===== config.mk =====
export PLATFORM = sky130hd
export DESIGN_NAME = mmsa_tx_flat
export DESIGN_NICKNAME = d
export VERILOG_FILES = /design/src/rtl/mmsa_pkg.sv /design/src/rtl/mmsa_tx_if.sv /design/src/rtl/mmsa_piso.sv /design/src/rtl/mmsa_tx.sv /design/src/flat_wrapper.sv
export SDC_FILE = /design/constraint.sdc
export NUM_CORES = 1
export LEC_CHECK = 0
export ABC_AREA = 1
export ABC_CLOCK_PERIOD_IN_PS = 2200
export CAP_MARGIN = 20
export CORE_MARGIN = 2
export CORE_UTILIZATION = 45
export CTS_CLUSTER_DIAMETER = 200
export DETAILED_ROUTE_END_ITERATION = 8
export PLACE_DENSITY_LB_ADDON = 0.05
export SYNTH_ARGS = -nofsm -noshare
export SYNTH_HDL_FRONTEND = slang
export SYNTH_HIERARCHICAL = 1
export SYNTH_SLANG_ARGS = --single-unit
export TNS_END_PERCENT = 20

===== constraint.sdc =====
create_clock -name clk -period 2.2 [get_ports clk]
set_input_delay 0.66 -clock clk [delete_from_list [all_inputs] [get_ports clk]]
set_output_delay 0.66 -clock clk [all_outputs]
set_load 0.05 [all_outputs]

===== src/rtl/mmsa_pkg.sv =====
// Shared definitions for the mmsa_tx matrix/index serializer: FSM state codes,
// matrix-size codes and the size-to-element-count helper.
package mmsa_pkg;

  typedef enum logic [2:0] {
    ST_IDLE     = 3'd0,
    ST_LOAD     = 3'd1,
    ST_IDX_WAIT = 3'd2,
    ST_IDX_SEND = 3'd3,
    ST_RSP_WAIT = 3'd4
  } mmsa_state_e;

  localparam logic [1:0] SZ_2X2  = 2'b00;
  localparam logic [1:0] SZ_4X4  = 2'b01;
  localparam logic [1:0] SZ_8X8  = 2'b10;
  localparam logic [1:0] SZ_RSVD = 2'b11;

  localparam int MAX_MAT_ELEMS = 64;

  // Elements in one n x n matrix for a size code; reserved code yields 0.
  function automatic int unsigned mat_elems(input logic [1:0] sz);
    case (sz)
      SZ_2X2:  return 4;
      SZ_4X4:  return 16;
      SZ_8X8:  return 64;
      default: return 0;
    endcase
  endfunction

endpackage


===== src/rtl/mmsa_tx_if.sv =====
// Host/core signal bundle for mmsa_tx. The master side is the host plus the
// core's out_valid return; the slave side is the serializer itself.
interface mmsa_tx_if #(
  parameter int DATA_W = 16,
  parameter int IDX_W  = 4
);
  logic              start;
  logic [1:0]        cfg_size;
  logic              elem_valid;
  logic [DATA_W-1:0] elem_data;
  logic              elem_ready;
  logic              idx_valid;
  logic [IDX_W-1:0]  idx_i;
  logic [IDX_W-1:0]  idx_w;
  logic              idx_ready;
  logic              core_out_valid;
  logic              in_valid;
  logic              matrix;
  logic [1:0]        matrix_size;
  logic              in_valid2;
  logic              i_mat_idx;
  logic              w_mat_idx;
  logic              busy;
  logic              err_underrun;

  modport master (
    output start, cfg_size, elem_valid, elem_data, idx_valid, idx_i, idx_w,
           core_out_valid,
    input  elem_ready, idx_ready, in_valid, matrix, matrix_size, in_valid2,
           i_mat_idx, w_mat_idx, busy, err_underrun
  );

  modport slave (
    input  start, cfg_size, elem_valid, elem_data, idx_valid, idx_i, idx_w,
           core_out_valid,
    output elem_ready, idx_ready, in_valid, matrix, matrix_size, in_valid2,
           i_mat_idx, w_mat_idx, busy, err_underrun
  );
endinterface


===== src/rtl/mmsa_piso.sv =====
// Load/shift register: emits W bits MSB first, one per cycle, with a done
// pulse on the final bit. Shifting in zeros leaves sout low once idle.
module mmsa_piso #(
  parameter int W = 16
) (
  input  logic         clk,
  input  logic         rst_n,
  input  logic         load,
  input  logic [W-1:0] din,
  output logic         sout,
  output logic         active,
  output logic         done
);
  localparam int CW = (W > 1) ? $clog2(W) : 1;

  logic [W-1:0]  sr;
  logic [CW-1:0] cnt;

  assign sout = sr[W-1];
  assign done = active && (cnt == CW'(W - 1));

  // A load on the done cycle restarts immediately, giving gap-free output.
  always_ff @(posedge clk or negedge rst_n) begin
    if (!rst_n) begin
      sr     <= '0;
      cnt    <= '0;
      active <= 1'b0;
    end else if (load) begin
      sr     <= din;
      cnt    <= '0;
      active <= 1'b1;
    end else if (active) begin
      sr  <= {sr[W-2:0], 1'b0};
      cnt <= cnt + 1'b1;
      if (done) active <= 1'b0;
    end
  end
endmodule


===== src/rtl/mmsa_tx.sv =====
// Serializes a session of host matrix elements then index pairs to the core.
// Optional underrun flag built only with MMSA_TX_UNDERRUN_CHK_EN defined.
module mmsa_tx
  import mmsa_pkg::*;
#(
  parameter int DATA_W     = 16,
  parameter int IDX_W      = 4,
  parameter int NUM_MAT    = 32,
  parameter int NUM_ROUNDS = 16
) (
  input  logic      clk,
  input  logic      rst_n,
  mmsa_tx_if.slave  bus
);
  localparam int CNT_W = $clog2(NUM_MAT * MAX_MAT_ELEMS + 1);
  localparam int RND_W = $clog2(NUM_ROUNDS + 1);

  localparam logic [2:0] IDLE     = ST_IDLE;
  localparam logic [2:0] LOAD     = ST_LOAD;
  localparam logic [2:0] IDX_WAIT = ST_IDX_WAIT;
  localparam logic [2:0] IDX_SEND = ST_IDX_SEND;
  localparam logic [2:0] RSP_WAIT = ST_RSP_WAIT;

  logic [2:0]        state;
  logic [1:0]        size_q;
  logic [1:0]        msz_q;
  logic [CNT_W-1:0]  acc_cnt;
  logic [CNT_W-1:0]  total;
  logic              pf_vld;
  logic [DATA_W-1:0] pf_data;
  logic              first_q;
  logic [RND_W-1:0]  rnd_cnt;
  logic              cov_q;

  logic              sh_bit, sh_active, sh_done;
  logic              pop, elem_ready, elem_acc, start_ok, load_end, idx_acc, idx_end;

  logic [1:0][IDX_W-1:0] idx_pair;
  logic [1:0]            idx_bit, idx_act, idx_done;

  assign total    = CNT_W'(NUM_MAT * mat_elems(size_q));
  assign start_ok = (state == IDLE) && bus.start && (bus.cfg_size != SZ_RSVD);
  // Prefetch hands over while the shifter is idle or on its last bit.
  assign pop        = (state == LOAD) && pf_vld && (!sh_active || sh_done);
  assign elem_ready = (state == LOAD) && (acc_cnt != total) && (!pf_vld || pop);
  assign elem_acc   = elem_ready && bus.elem_valid;
  assign load_end   = (state == LOAD) && sh_done && !pf_vld && (acc_cnt == total);
  assign idx_acc    = (state == IDX_WAIT) && bus.idx_valid;
  assign idx_end    = &idx_done;
  assign idx_pair   = {bus.idx_w, bus.idx_i};

  mmsa_piso #(.W(DATA_W)) u_elem (
    .clk    (clk),
    .rst_n  (rst_n),
    .load   (pop),
    .din    (pf_data),
    .sout   (sh_bit),
    .active (sh_active),
    .done   (sh_done)
  );

  for (genvar g = 0; g < 2; g++) begin : g_idx
    mmsa_piso #(.W(IDX_W)) u_piso (
      .clk    (clk),
      .rst_n  (rst_n),
      .load   (idx_acc),
      .din    (idx_pair[g]),
      .sout   (idx_bit[g]),
      .active (idx_act[g]),
      .done   (idx_done[g])
    );
  end

  always_ff @(posedge clk or negedge rst_n) begin
    if (!rst_n) begin
      state   <= IDLE;
      size_q  <= '0;
      msz_q   <= '0;
      acc_cnt <= '0;
      pf_vld  <= 1'b0;
      pf_data <= '0;
      first_q <= 1'b0;
      rnd_cnt <= '0;
      cov_q   <= 1'b0;
    end else begin
      cov_q <= bus.core_out_valid;
      // Size is announced only alongside the session's first serial bit.
      msz_q <= (pop && first_q) ? size_q : 2'b00;
      if (elem_acc) begin
        pf_vld  <= 1'b1;
        pf_data <= bus.elem_data;
        acc_cnt <= acc_cnt + 1'b1;
      end else if (pop) begin
        pf_vld <= 1'b0;
      end
      if (pop) first_q <= 1'b0;

      case (state)
        IDLE: if (start_ok) begin
          state   <= LOAD;
          size_q  <= bus.cfg_size;
          acc_cnt <= '0;
          first_q <= 1'b1;
          rnd_cnt <= '0;
        end
        LOAD:     if (load_end) state <= IDX_WAIT;
        IDX_WAIT: if (idx_acc)  state <= IDX_SEND;
        IDX_SEND: if (idx_end)  state <= RSP_WAIT;
        RSP_WAIT: if (cov_q && !bus.core_out_valid) begin
          if (rnd_cnt == RND_W'(NUM_ROUNDS - 1)) begin
            state   <= IDLE;
            rnd_cnt <= '0;
          end else begin
            state   <= IDX_WAIT;
            rnd_cnt <= rnd_cnt + 1'b1;
          end
        end
        default: state <= IDLE;
      endcase
    end
  end

`ifdef MMSA_TX_UNDERRUN_CHK_EN
  logic err_q;
  // Bubble: shifter idle in LOAD after the first element has gone out.
  always_ff @(posedge clk or negedge rst_n) begin
    if (!rst_n) err_q <= 1'b0;
    else if ((state == LOAD) && !sh_active && !first_q) err_q <= 1'b1;
  end
  assign bus.err_underrun = err_q;
`else
  assign bus.err_underrun = 1'b0;
`endif

  assign bus.elem_ready  = elem_ready;
  assign bus.idx_ready   = (state == IDX_WAIT);
  assign bus.in_valid    = sh_active;
  assign bus.matrix      = sh_bit;
  assign bus.matrix_size = msz_q;
  assign bus.in_valid2   = |idx_act;
  assign bus.i_mat_idx   = idx_bit[0];
  assign bus.w_mat_idx   = idx_bit[1];
  assign bus.busy        = (state != IDLE);
endmodule


===== src/flat_wrapper.sv =====
// flat-port wrapper written by rule: the top's interface ports become plain ports
module mmsa_tx_flat import mmsa_pkg::*;
#(
  parameter int DATA_W     = 16,
  parameter int IDX_W      = 4,
  parameter int NUM_MAT    = 32,
  parameter int NUM_ROUNDS = 16
)
  (clk, rst_n, bus_start, bus_cfg_size, bus_elem_valid, bus_elem_data, bus_idx_valid, bus_idx_i, bus_idx_w, bus_core_out_valid, bus_elem_ready, bus_idx_ready, bus_in_valid, bus_matrix, bus_matrix_size, bus_in_valid2, bus_i_mat_idx, bus_w_mat_idx, bus_busy, bus_err_underrun);
  mmsa_tx_if #(.DATA_W(DATA_W), .IDX_W(IDX_W)) bus_i ();
  input  logic clk;
  input  logic rst_n;
  input wire logic [$bits(bus_i.start)-1:0] bus_start;
  input wire logic [$bits(bus_i.cfg_size)-1:0] bus_cfg_size;
  input wire logic [$bits(bus_i.elem_valid)-1:0] bus_elem_valid;
  input wire logic [$bits(bus_i.elem_data)-1:0] bus_elem_data;
  input wire logic [$bits(bus_i.idx_valid)-1:0] bus_idx_valid;
  input wire logic [$bits(bus_i.idx_i)-1:0] bus_idx_i;
  input wire logic [$bits(bus_i.idx_w)-1:0] bus_idx_w;
  input wire logic [$bits(bus_i.core_out_valid)-1:0] bus_core_out_valid;
  output wire logic [$bits(bus_i.elem_ready)-1:0] bus_elem_ready;
  output wire logic [$bits(bus_i.idx_ready)-1:0] bus_idx_ready;
  output wire logic [$bits(bus_i.in_valid)-1:0] bus_in_valid;
  output wire logic [$bits(bus_i.matrix)-1:0] bus_matrix;
  output wire logic [$bits(bus_i.matrix_size)-1:0] bus_matrix_size;
  output wire logic [$bits(bus_i.in_valid2)-1:0] bus_in_valid2;
  output wire logic [$bits(bus_i.i_mat_idx)-1:0] bus_i_mat_idx;
  output wire logic [$bits(bus_i.w_mat_idx)-1:0] bus_w_mat_idx;
  output wire logic [$bits(bus_i.busy)-1:0] bus_busy;
  output wire logic [$bits(bus_i.err_underrun)-1:0] bus_err_underrun;
  assign bus_i.start = bus_start;
  assign bus_i.cfg_size = bus_cfg_size;
  assign bus_i.elem_valid = bus_elem_valid;
  assign bus_i.elem_data = bus_elem_data;
  assign bus_i.idx_valid = bus_idx_valid;
  assign bus_i.idx_i = bus_idx_i;
  assign bus_i.idx_w = bus_idx_w;
  assign bus_i.core_out_valid = bus_core_out_valid;
  assign bus_elem_ready = bus_i.elem_ready;
  assign bus_idx_ready = bus_i.idx_ready;
  assign bus_in_valid = bus_i.in_valid;
  assign bus_matrix = bus_i.matrix;
  assign bus_matrix_size = bus_i.matrix_size;
  assign bus_in_valid2 = bus_i.in_valid2;
  assign bus_i_mat_idx = bus_i.i_mat_idx;
  assign bus_w_mat_idx = bus_i.w_mat_idx;
  assign bus_busy = bus_i.busy;
  assign bus_err_underrun = bus_i.err_underrun;
  mmsa_tx #(.DATA_W(DATA_W), .IDX_W(IDX_W), .NUM_MAT(NUM_MAT), .NUM_ROUNDS(NUM_ROUNDS)) u_core (.clk(clk), .rst_n(rst_n), .bus(bus_i));
endmodule

Word level (Yosys, flattened, before mapping) --
Index checks and enable logic that the tools add are counted.
Storage, ports and cells: word-level logic and storage cells 117, output and inout bits 11, input bits 32, flip-flop bits (word level) 78
Operators by class: eq/ne operators 18, reductions and logical operators 34, muxes and demuxes 42, $add $sub $neg 5
Operators by type and width (count):
- 12-bit 2-to-1 mux | 3
- 16-bit 2-to-1 mux | 2
- 4-bit 2-to-1 mux | 6
- 7-bit case mux with 3 select lines | 1
- 1-bit logical AND | 16
- 3-bit 2-to-1 mux | 5
- 5-bit 2-to-1 mux | 3
- 3-bit case mux with 5 select lines | 1
- 1-bit 2-to-1 mux | 14
- 12-bit by 1-bit adder with 12-bit output (second input constant) | 1
- 12-bit equality test | 1
- 2-bit 2-to-1 mux | 6
- 12-bit inequality test | 1
- 2-bit by 1-bit inequality test with 1-bit output (second input constant) | 5
- 5-bit case mux with 2 select lines | 1
- 2-bit nonzero test | 5
- 2-bit equality test (second input constant) | 3
- 3-bit by 2-bit equality test with 1-bit output (second input constant) | 2
- 5-bit by 1-bit adder with 5-bit output (second input constant) | 1
- 5-bit by 4-bit equality test with 1-bit output (second input constant) | 1
- 5-bit AND reduction | 1
- 2-bit by 1-bit adder with 2-bit output (second input constant) | 2
- 4-bit by 1-bit adder with 4-bit output (second input constant) | 1
- 4-bit equality test (second input constant) | 1
- 12 further kinds | 16

Longest topological paths before layout --
Gate-level depths: netlist of the first run.
word-level depth 10, gate-level depth with buffers 12, gate-level depth less buffers 10

Modules after synthesis --
Netlist of the first run, hierarchy kept.
By module, submodules not included:
- mmsa_tx | instances 1, area an instance 2329.7 µm², sequential area each 1076.0 µm², cells an instance 301
- mmsa_piso at u_core.u_elem | instances 1, area an instance 929.6 µm², sequential area each 525.5 µm², cells an instance 112
- mmsa_piso at u_core.g_idx[0].u_piso ... | instances 2, area an instance 304.0 µm², sequential area each 175.2 µm², cells an instance 34

Worst setup path after synthesis of the first run --
OpenSTA, ideal clock, no wires.
path kind reg2out, from register u_core.u_elem.active, to output port bus_elem_ready, cell stages (with the launch flop) 7, arrival 2.019 ns, path slack -0.479 ns, data required time 1.540 ns, buffers on the path 1, cell sequence dfrtp_1 -> nand2_1 -> nor2_1 -> inv_1 -> a31oi_4 -> buf_2 -> and2_1
On the way: word-level cells in the longest chain between the ends 5, elaborated cells between the ends (all ways) 6, classes of those cells 6 x reduce/logical
Ends and longest elaborated chain:
- start: declaration | line mmsa_piso.sv:11 | output logic active,
- start signal: assignment | line mmsa_piso.sv:27 | active <= 1'b0;
- start signal: assignment | line mmsa_piso.sv:31 | active <= 1'b1;
- start signal: assignment | line mmsa_piso.sv:35 | if (done) active <= 1'b0;
- 1-bit logical AND | line mmsa_piso.sv:20 | assign done = active && (cnt == CW'(W - 1));
- named net u_core.sh_done | line mmsa_tx.sv:35 | logic sh_bit, sh_active, sh_done;
- 1-bit logical OR | line mmsa_tx.sv:44 | assign pop = (state == LOAD) && pf_vld && (!sh_active || sh_done);
- 1-bit logical AND | line mmsa_tx.sv:44
- 1-bit logical OR | line mmsa_tx.sv:45 | assign elem_ready = (state == LOAD) && (acc_cnt != total) && (!pf_vld || pop);
- 1-bit logical AND | line mmsa_tx.sv:45
- end: declaration | line flat_wrapper.sv:21 | output wire logic [$bits(bus_i.elem_ready)-1:0] bus_elem_ready;
The timed path passes the listed nets, and every way through them passes these cells.

Final worst setup path of the first run --
from register u_core.u_elem.cnt[1], to output port bus_elem_ready
On the way: word-level cells in the longest chain between the ends 6
Ends and longest elaborated chain:
- start: declaration | line mmsa_piso.sv:17 | logic [CW-1:0] cnt;
- start signal: assignment | line mmsa_piso.sv:34 | cnt <= cnt + 1'b1;
- 4-bit equality test | line mmsa_piso.sv:20
- 1-bit logical AND | line mmsa_piso.sv:20
- named net u_core.sh_done | line mmsa_tx.sv:35
- 1-bit logical OR | line mmsa_tx.sv:44
- 1-bit logical AND | line mmsa_tx.sv:44
- 1-bit logical OR | line mmsa_tx.sv:45
- 1-bit logical AND | line mmsa_tx.sv:45
The timed path passes the listed nets, and every way through them passes these cells.

==> impl_metrics.json, run 1 <==
{
  "status": "finished, violations left",
  "violations": "setup timing",
  "hp-class": "in -> async",
  "synth.avg_cell_area_um2": 8.040,
  "synthXorXnorAreaFrac": 0.01359,
  "p_int_w": 0.003524,
  "drive_gt1_frac": 0.1215,
  "synth-seq-area-share": 0.5047,
  "synth_compound_area_frac": 0.06729,
  "finalCritPeriodShare": 1.020,
  "synth_warnings": 6,
  "synth-simple-area-share": 0.3183,
  "numCtsBuffers": 9,
  "syn2layout_area_growth_pct": 22.16,
  "hold_viol_final": 0,
  "synth_top_family_by_area": "simple AND/OR/NAND/NOR gates",
  "slew_headroom": 0.6643,
  "grt_max_degree": 79,
  "end_kind": "output port",
  "path_class": "reg -> out",
  "boundaryPins": 43,
  "async_flop_share": 1.000,
  "insertion_delay_ns": 0.35,
  "tritoncts": "built",
  "synth-edff-count": 0,
  "portBuffers": 41,
  "chipHeight_um": 96.71,
  "die_w_um": 96.71,
  "post-route-drc-count": 0,
  "initial_utilization": 0.4683,
  "drv_slew": 0,
  "switching_share": 0.4056,
  "core_area_mm2": 0.008258,
  "std_cell_rows": 33,
  "die_area_mm2": 0.009352,
  "worstPathArrival_ns": 1.58,
  "syn_inst": 481,
  "ys_ff_latch": 78,
  "vias_per_cell": 4.897,
  "num-nets-final": 577,
  "p_leak_nw": 2.427,
  "p_seq_frac": 0.381,
  "p_clk_frac": 0.192,
  "grt_pass1_wl_um": 13900,
  "cts_hold_buf": 0,
  "max_freq_mhz": 445.7,
  "period_minus_slack_ns": 2.244,
  "antenna_left": 0,
  "rsz0062_at_grt": "true",
  "num_vias": 3173,
  "clock-root-buffer": "clkbuf_8",
  "routed_wl_um": 7586,
  "synthAdderAreaFrac": 0.01941,
  "initialDrtViolationCount": 93,
  "synth_mux_area_frac": 0,
  "ir_drop_uv": 464.0,
  "grt_usage": 0.1759,
  "switchingPower_w": 0.002405,
  "layout_setup_ws_ns": -0.04376,
  "dr.pass1.iters": 4,
  "timing_worst_slew_pin_value_ns": 0.5028,
  "p_comb_frac": 0.427,
  "synth.cell_area_mm2": 0.003867,
  "ys_types": 34,
  "cellPowerDensity_mw_per_mm2": 1255,
  "grt_overflow": 0,
  "syn-num-nets": 519,
  "grt_pass1_vias": 3196,
  "required_ns": 1.54,
  "gp_congestion": 0.7345,
  "finalClockSkew_ns": 0.01234,
  "crit_path_max_fanout": 2,
  "antenna_found_initial": 0,
  "worst_hold_slack_ns": 0.3132,
  "clk_pin_slew_ns": 0.08,
  "ys.flop_type": "dfrtp_1",
  "hpwl_um": 4990,
  "worst_setup_path_start_kind": "flip-flop",
  "routedWlPerCell_um": 11.71,
  "cts_max_level": 3,
  "final_core_util": 0.5721,
  "finalSetupViolCount": 1,
  "cts.path.max_buffers": 2,
  "cap_violations": 0,
  "cts.sinks": 78,
  "antenna_cells": 0
}
routing by layer:
metal	global-route usage	vias to the layer above	routed length, µm
met2	0.2895	48	3487
met4	0.07151	0	113
met5	0	-	0
met3	0.02962	12	238
met1	0.2314	1477	3746
li1	-	1636	-
registers in the layout (all words and copies together), names as in the netlist, 3 cells and up:
register and flops:
u_core/state 3, u_core/g_idx.u_piso/sr 8, u_core/u_elem/cnt 4, u_core/g_idx.u_piso/cnt 4, u_core/rnd_cnt 5, u_core/acc_cnt 12
u_core/pf_data 16, u_core/u_elem/sr 16
worst max-delay path, cell delays in order (launching register included):
cell and delay [ns]:
dfrtp_1 0.36, ha_2 0.19, nand2_2 0.06, nor2_2 0.09
inv_2 0.06, a31oi_4 0.16, and2_4 0.18, buf_12 0.13
through the flow:
step	instances	setup TNS, ns	cell area (µm²)	setup WS (ns)	total power, W
3_5_place_dp	623	0	4433	0.2337	0.004709
5_1_grt	648	-0.1315	4725	-0.1315	0.006422
4_1_cts	644	-0.06592	4690	-0.06592	0.005940
3_3_place_gp	623	0	4433	0.2718	0.004653
2_1_floorplan	481	0	3874	0.01719	0.004009
6_report	648	-0.04376	4725	-0.04376	0.005930
area by class of cell:
| type | instances | area (µm²) |
|---|---|---|
| clock buffers | 11 | 131.4 |
| clock inverters | 4 | 72.57 |
| fillers | 806 | 3533 |
| inverters | 57 | 215.2 |
| multi-input cells | 334 | 1633 |
| flip-flops and latches | 78 | 1956 |
| well taps | 105 | 131.4 |
| repair buffers | 59 | 585.6 |
cells in the mapped netlist (2+ instances only):
cell type | number | area share
dfrtp_1 | 78 | 0.50
buf_2 | 5 | 0.0065
a21oi_1 | 15 | 0.019
o21ai_0 | 6 | 0.0078
nand3_2 | 2 | 0.0052
nand3_1 | 44 | 0.057
inv_2 | 3 | 0.0029
nand2_1 | 167 | 0.16
or2_2 | 3 | 0.0049
o21ai_1 | 19 | 0.025
xor2_1 | 6 | 0.014
nor2_4 | 6 | 0.017
nand3_4 | 2 | 0.0091
nand4_1 | 13 | 0.021
buf_4 | 5 | 0.0097
ha_1 | 6 | 0.019
inv_1 | 52 | 0.050
nor2_1 | 33 | 0.032
cells in the final DEF, fill, tap and decap left out, types with 3 or more instances in the layout:
master	Yosys	routed
nand2_1	167	166
dfrtp_1	78	77
inv_1	52	50
nand3_1	44	44
clkdlybuf4s50_1	0	33
nor2_1	33	32
buf_4	5	20
o21ai_1	19	19
a21oi_1	15	15
nand4_1	13	13
clkbuf_8	0	9
xor2_1	6	6
o21ai_0	6	6
nor2_4	6	6
inv_2	3	5
ha_1	6	5
buf_12	0	4
or2_2	3	3
path summary, 6_finish.rpt:
kind | start | end | slack, ns | cells past startpoint
max | u_core/u_elem/cnt[1] | bus_elem_ready | -0.04 | 7
min | rst_n | u_core/rnd_cnt[1] | 0.31 | 2
max reg2reg | u_core/u_elem/cnt[0] | u_core/u_elem/sr[14] | 0.35 | 11
min reg2reg | u_core/g_idx[1].u_piso/sr[0] | u_core/g_idx[1].u_piso/sr[0] | 0.47 | 2
max in group asynchronous | rst_n | u_core/u_elem/active | 1.53 | 2
min in group clk | u_core/g_idx[1].u_piso/sr[0] | u_core/g_idx[1].u_piso/sr[0] | 0.47 | 2
cells by family (layout without fill, tap and decap cells):
group | count (synthesis) | count (layout)
XOR/XNOR | 6 | 6
AO/OA/AOI/OAI | 46 | 46
flip-flops | 78 | 78
buffers and inverters | 69 | 131
adder cells (fa/ha/maj) | 6 | 6
other | 1 | 1
AND/OR/NAND/NOR | 275 | 275
power groups by stage:
stage | sequential (W) | clock, W | combinational (W)
after CTS | 0.00226 | 0.00117 | 0.00250
after global routing | 0.00233 | 0.00124 | 0.00285
after global placement | 0.00228 | 0 | 0.00237
after detailed placement | 0.00230 | 0 | 0.00241
after floorplan | 0.00235 | 0 | 0.00166
final | 0.00226 | 0.00114 | 0.00253
what timing repair did:
action                                 CTS  global route
endpoints found under the hold margin    0             0
resized for setup                        5             2
pin swaps                                5             3
setup endpoints to repair                1             3
buffers inserted                         6             4
Note: power is estimated with default switching activity, not from simulation.
==> run 2: changes to the inputs <==
--- a/config.mk
+++ b/config.mk
@@ -6,10 +6,10 @@
 export NUM_CORES = 1
 export LEC_CHECK = 0
 export ABC_AREA = 1
-export ABC_CLOCK_PERIOD_IN_PS = 2200
+export ABC_CLOCK_PERIOD_IN_PS = 2600
 export CAP_MARGIN = 20
 export CORE_MARGIN = 2
-export CORE_UTILIZATION = 45
+export CORE_UTILIZATION = 50
 export CTS_CLUSTER_DIAMETER = 200
 export DETAILED_ROUTE_END_ITERATION = 8
 export PLACE_DENSITY_LB_ADDON = 0.05
==> constraint.sdc (replaced) <==
create_clock -name clk -period 2.6 [get_ports clk]
set_input_delay 0.26 -clock clk [delete_from_list [all_inputs] [get_ports clk]]
set_output_delay 0.26 -clock clk [all_outputs]
set_load 0.05 [all_outputs]
==> run 2 against run 1 <==
  * The run now ends clean
  * Largest cell class unchanged
  * Critical path type unchanged
  * Sequential share of layout area increased by 1.1 points
  * Largest power group is now sequential cells
  * Wire length decreased by 4.5%
  * Highest routed layer unchanged
  * Global-route usage increased by 1.7 points
==> impl_metrics.json, run 2 (synthesis results as in run 1) <==
{
  "chipHeight_um": 91.95,
  "end_kind": "output port",
  "post_cts_buffers": 0,
  "initialDrtViolationCount": 151,
  "cellPowerDensity_mw_per_mm2": 1056,
  "final_cell_mix": "nand2_1, dfrtp_1, inv_1, nand3_1, clkdlybuf4s50_1",
  "post-route-drc-count": 0,
  "portBuffers": 41,
  "largest_registers": "u_core/pf_data: 16 flops, u_core/u_elem/sr: 16 flops, u_core/acc_cnt: 12 flops",
  "die_area_mm2": 0.008455,
  "antenna_left": 0,
  "cts.sinks": 78,
  "cap_violations": 0,
  "finalClockSkew_ns": 0.005943,
  "multi_input_area_mm2": 0.001623,
  "dr.pass1.iters": 4,
  "gp_congestion": 0.8451,
  "die_w_um": 91.95,
  "routedWlPerCell_um": 11.44,
  "clk_pin_slew_ns": 0.07,
  "setup_tns_ns": 0,
  "worstPathArrival_ns": 2.02,
  "period_minus_slack_ns": 2.280,
  "num-nets-final": 564,
  "final_common_cell": "nand2_1",
  "hpwl_um": 4833,
  "core_area_mm2": 0.007607,
  "finalCritPeriodShare": 0.8768,
  "grt_pass1_wl_um": 13240,
  "crit_path_cell_trace": "nor2_1, nand2_1, inv_1, clkdlybuf4s50_1",
  "grt_max_degree": 79,
  "tritoncts": "built",
  "clock-root-buffer": "clkbuf_8",
  "rsz0062_at_grt": "false",
  "timing_worst_slew_pin_value_ns": 0.9825,
  "antenna_found_initial": 0,
  "worst_path_largest_cell_delay_ns": 0.80,
  "num_vias": 3112,
  "cts_hold_buf": 0,
  "required_ns": 2.34,
  "r2r_start": "u_core/u_elem/active",
  "hold_viol_final": 0,
  "worst_setup_path_start_kind": "flip-flop",
  "area.sequential_mm2": 0.001952,
  "grt_overflow": 0,
  "postLayoutCellArea_mm2": 0.004588,
  "numCtsBuffers": 9,
  "drive_gt1_frac": 0.08098,
  "max_freq_mhz": 438.6,
  "ir_drop_uv": 440.6,
  "place_area_mm2": 0.004373,
  "hp-class": "in -> async",
  "vias_per_cell": 4.916,
  "std_cell_rows": 32,
  "boundaryPins": 43,
  "initial_utilization": 0.5084,
  "slowest_stage": "clkdlybuf4s50_1",
  "syn2layout_area_growth_pct": 18.63,
  "rr_endpoint": "u_core/acc_cnt[0]",
  "ff2ff_path_depth": 7,
  "fillCellCount": 704,
  "grt_usage": 0.1931,
  "grt_pass1_vias": 3014,
  "routed_wl_um": 7244,
  "drv_slew": 0,
  "cts.path.max_buffers": 2,
  "r2r_slack_ns": 0.57,
  "p_leak_nw": 2.329,
  "cts_max_level": 3,
  "slew_headroom": 0.3450,
  "insertion_delay_ns": 0.35,
  "status": "finished, final reports clean",
  "ctsResizeCount": 0,
  "finalSetupViolCount": 0,
  "crit_path_max_fanout": 5,
  "path_class": "reg -> out",
  "antenna_cells": 0
}
## run 2: per-layer routing
layer / GRT usage / up-vias / share of wire / routed length [µm]
li1: - / 1617 / - / -
met1: 0.2537 / 1439 / 0.48 / 3446
met2: 0.3131 / 50 / 0.48 / 3444
met3: 0.04108 / 6 / 0.037 / 265
met4: 0.07836 / 0 / 0.012 / 88
met5: 0 / - / 0 / 0
## run 2: critical path: cells and delay by family, from the launching register on
kind                   cells  cell delay (ns)
DFF                        1             0.43
buffers and inverters      2             0.89
and+or+nand+nor            2             0.36
## run 2: worst max-delay path by stage
| stage | from | to | slack [ns] | depth (start not counted) |
|---|---|---|---|---|
| global route | u_core/u_elem/active | bus_elem_ready | 0.16 | 7 |
| floorplan | u_core/u_elem/active | bus_elem_ready | 0.32 | 6 |
| finish | u_core/state[0] | bus_idx_ready | 0.32 | 4 |
| detailed placement | u_core/u_elem/active | u_core/acc_cnt[0] | 0.58 | 7 |
| CTS | u_core/state[0] | bus_idx_ready | 0.29 | 4 |
| global placement | u_core/u_elem/active | u_core/acc_cnt[0] | 0.63 | 7 |
## run 2: per-stage QoR
stage / hold WS [ns] / util / setup WS, ns / total power (W) / instances
floorplan: -0.03559 / - / 0.3209 / 0.003378 / 481
global placement: 0.4555 / 0.5748 / 0.6346 / 0.003843 / 617
detailed placement: 0.4595 / 0.5748 / 0.5848 / 0.003905 / 617
CTS: 0.1027 / 0.6031 / 0.2895 / 0.004915 / 633
global route: 0.1418 / 0.6031 / 0.1610 / 0.005270 / 633
finish: 0.03247 / 0.6031 / 0.3203 / 0.004843 / 633
## run 2: layout make-up
cell class,count,area share
clock buffers,12,0.03163
clock inverters,4,0.01527
inverters,57,0.04690
multi-input cells,334,0.3537
flip-flops and latches,78,0.4254
well taps,102,0.02782
repair buffers,46,0.09926
## run 2: power by group
group          switching [W]  internal, W
clock network       0.000419     0.000565
logic                0.00124     0.000687
registers           0.000309      0.00162
total                0.00197      0.00287
==> run 3: changes to the inputs <==
--- a/config.mk
+++ b/config.mk
@@ -13,6 +13,7 @@
 export CTS_CLUSTER_DIAMETER = 200
 export DETAILED_ROUTE_END_ITERATION = 8
 export PLACE_DENSITY_LB_ADDON = 0.05
+export RECOVER_POWER = 25
 export SYNTH_ARGS = -nofsm -noshare
 export SYNTH_HDL_FRONTEND = slang
 export SYNTH_HIERARCHICAL = 1
==> run 3 against run 2 <==
  * The flow now finishes with violations (capacitance limit, slew limit)
  * Clock power barely moved
  * Flip-flop and latch count did not move
  * Die area did not move
  * Via count barely moved
  * Global-route usage did not move
==> impl_metrics.json, run 3 (synthesis results as in run 1) <==
{
  "setup_tns_ns": 0,
  "worstPathArrival_ns": 2.02,
  "antenna_cells": 0,
  "crit_path_cell_trace": "nor2_1, nand2_1, inv_1, clkdlybuf4s50_1",
  "crit_family": "buffers and inverters",
  "finalClockSkew_ns": 0.005962,
  "r2r_start": "u_core/u_elem/active",
  "cap_violations": 1,
  "timing_worst_slew_pin_value_ns": 1.927,
  "worst_setup_path_start_kind": "flip-flop",
  "crit_start": "u_core/state[0]",
  "gp_congestion": 0.8451,
  "boundaryPins": 43,
  "vias_per_cell": 4.913,
  "routedWlPerCell_um": 11.44,
  "hp-class": "in -> async",
  "crit_path_max_fanout": 5,
  "grt_usage": 0.1931,
  "post-route-drc-count": 0,
  "path_class": "reg -> out",
  "routed_wl_um": 7243,
  "largest_registers": "u_core/pf_data: 16 flops, u_core/u_elem/sr: 16 flops, u_core/acc_cnt: 12 flops",
  "drive_gt1_frac": 0.08098,
  "finalSetupViolCount": 0,
  "end_kind": "output port",
  "hpwl_um": 4833,
  "core_area_mm2": 0.007607,
  "num_vias": 3110,
  "crit_end": "bus_idx_ready",
  "post_cts_buffers": 0,
  "ff2ff_path_depth": 7,
  "antenna_found_initial": 0,
  "cts.path.max_buffers": 2,
  "die_w_um": 91.95,
  "cts_hold_buf": 0,
  "cts.sinks": 78,
  "crit_cells": 4,
  "rsz0062_at_grt": "false",
  "grt_max_degree": 79,
  "slowest_stage": "clkdlybuf4s50_1",
  "initial_utilization": 0.5084,
  "grt_pass1_wl_um": 13240,
  "violations": "capacitance limit, slew limit",
  "die_area_mm2": 0.008455,
  "worst_hold_slack_ns": 0.4061,
  "status": "finished, violations left",
  "numCtsBuffers": 9,
  "final_cell_mix": "nand2_1, dfrtp_1, inv_1, nand3_1, clkdlybuf4s50_1",
  "initialDrtViolationCount": 151,
  "grt_overflow": 0,
  "std_cell_rows": 32,
  "tritoncts": "built",
  "clk_pin_slew_ns": 0.07,
  "ir_drop_uv": 440.6,
  "cts_max_level": 3,
  "antenna_left": 0,
  "cellPowerDensity_mw_per_mm2": 1056,
  "p_leak_nw": 2.328,
  "slew_headroom": -0.2844,
  "insertion_delay_ns": 0.35,
  "drv_slew": 79,
  "rr_endpoint": "u_core/acc_cnt[0]",
  "ctsResizeCount": 0,
  "chipHeight_um": 91.95,
  "portBuffers": 41,
  "dr.pass1.iters": 4,
  "hold_viol_final": 0,
  "finalCritPeriodShare": 0.8766,
  "period_minus_slack_ns": 2.279,
  "max_freq_mhz": 438.8,
  "r2r_slack_ns": 0.57,
  "final_common_cell": "nand2_1",
  "clock-root-buffer": "clkbuf_8",
  "required_ns": 2.34,
  "grt_pass1_vias": 3014,
  "syn2layout_area_growth_pct": 18.57,
  "worst_path_largest_cell_delay_ns": 0.80,
  "worst-path-buf-inv": 2,
  "num-nets-final": 564
}
## run 3: final cells by class
class                   count  area (µm²)
clock buffers              12       145.1
clock inverters             4       70.07
fillers                   705        3022
inverters                  57       215.2
multi-input cells         334        1623
flip-flops and latches     78        1952
well taps                 102       127.6
repair buffers             46       452.9
## run 3: metal layers
layer  vias to the layer above  wire length, µm  global-route usage
met1                      1438             3445              0.2537
met4                         0               88             0.07836
li1                       1616                -                   -
met5                         -                0                   0
met2                        50             3444              0.3131
met3                         6              265             0.04108
## run 3: worst min-delay path by stage
stage | startpoint | end | slack [ns] | cells past startpoint
floorplan | rst_n | u_core/acc_cnt[0] | -0.04 | 0
global placement | u_core/first_q | u_core/first_q | 0.46 | 2
detailed placement | u_core/first_q | u_core/first_q | 0.46 | 2
CTS | rst_n | u_core/rnd_cnt[0] | 0.10 | 1
global route | bus_elem_data[15] | u_core/pf_data[15] | 0.44 | 3
finish | rst_n | u_core/rnd_cnt[0] | 0.41 | 1
## run 3: report_power, final
part	internal, W	leakage (nW)	switching, W
clock	0.000565	0.110	0.000418
combinational	0.000686	1.21	0.00124
sequential	0.00162	1.01	0.000309
## run 3: through the flow
step	setup slack [ns]	cell area, µm²	util	std cells	total power [W]
2_1_floorplan	0.3209	3867	-	481	0.003378
3_5_place_dp	0.5848	4373	0.5748	617	0.003905
6_report	0.3209	4586	0.6028	633	0.004843
5_1_grt	0.1610	4586	0.6028	633	0.005269
4_1_cts	0.2895	4588	0.6031	633	0.004915
3_3_place_gp	0.6346	4373	0.5748	617	0.003843
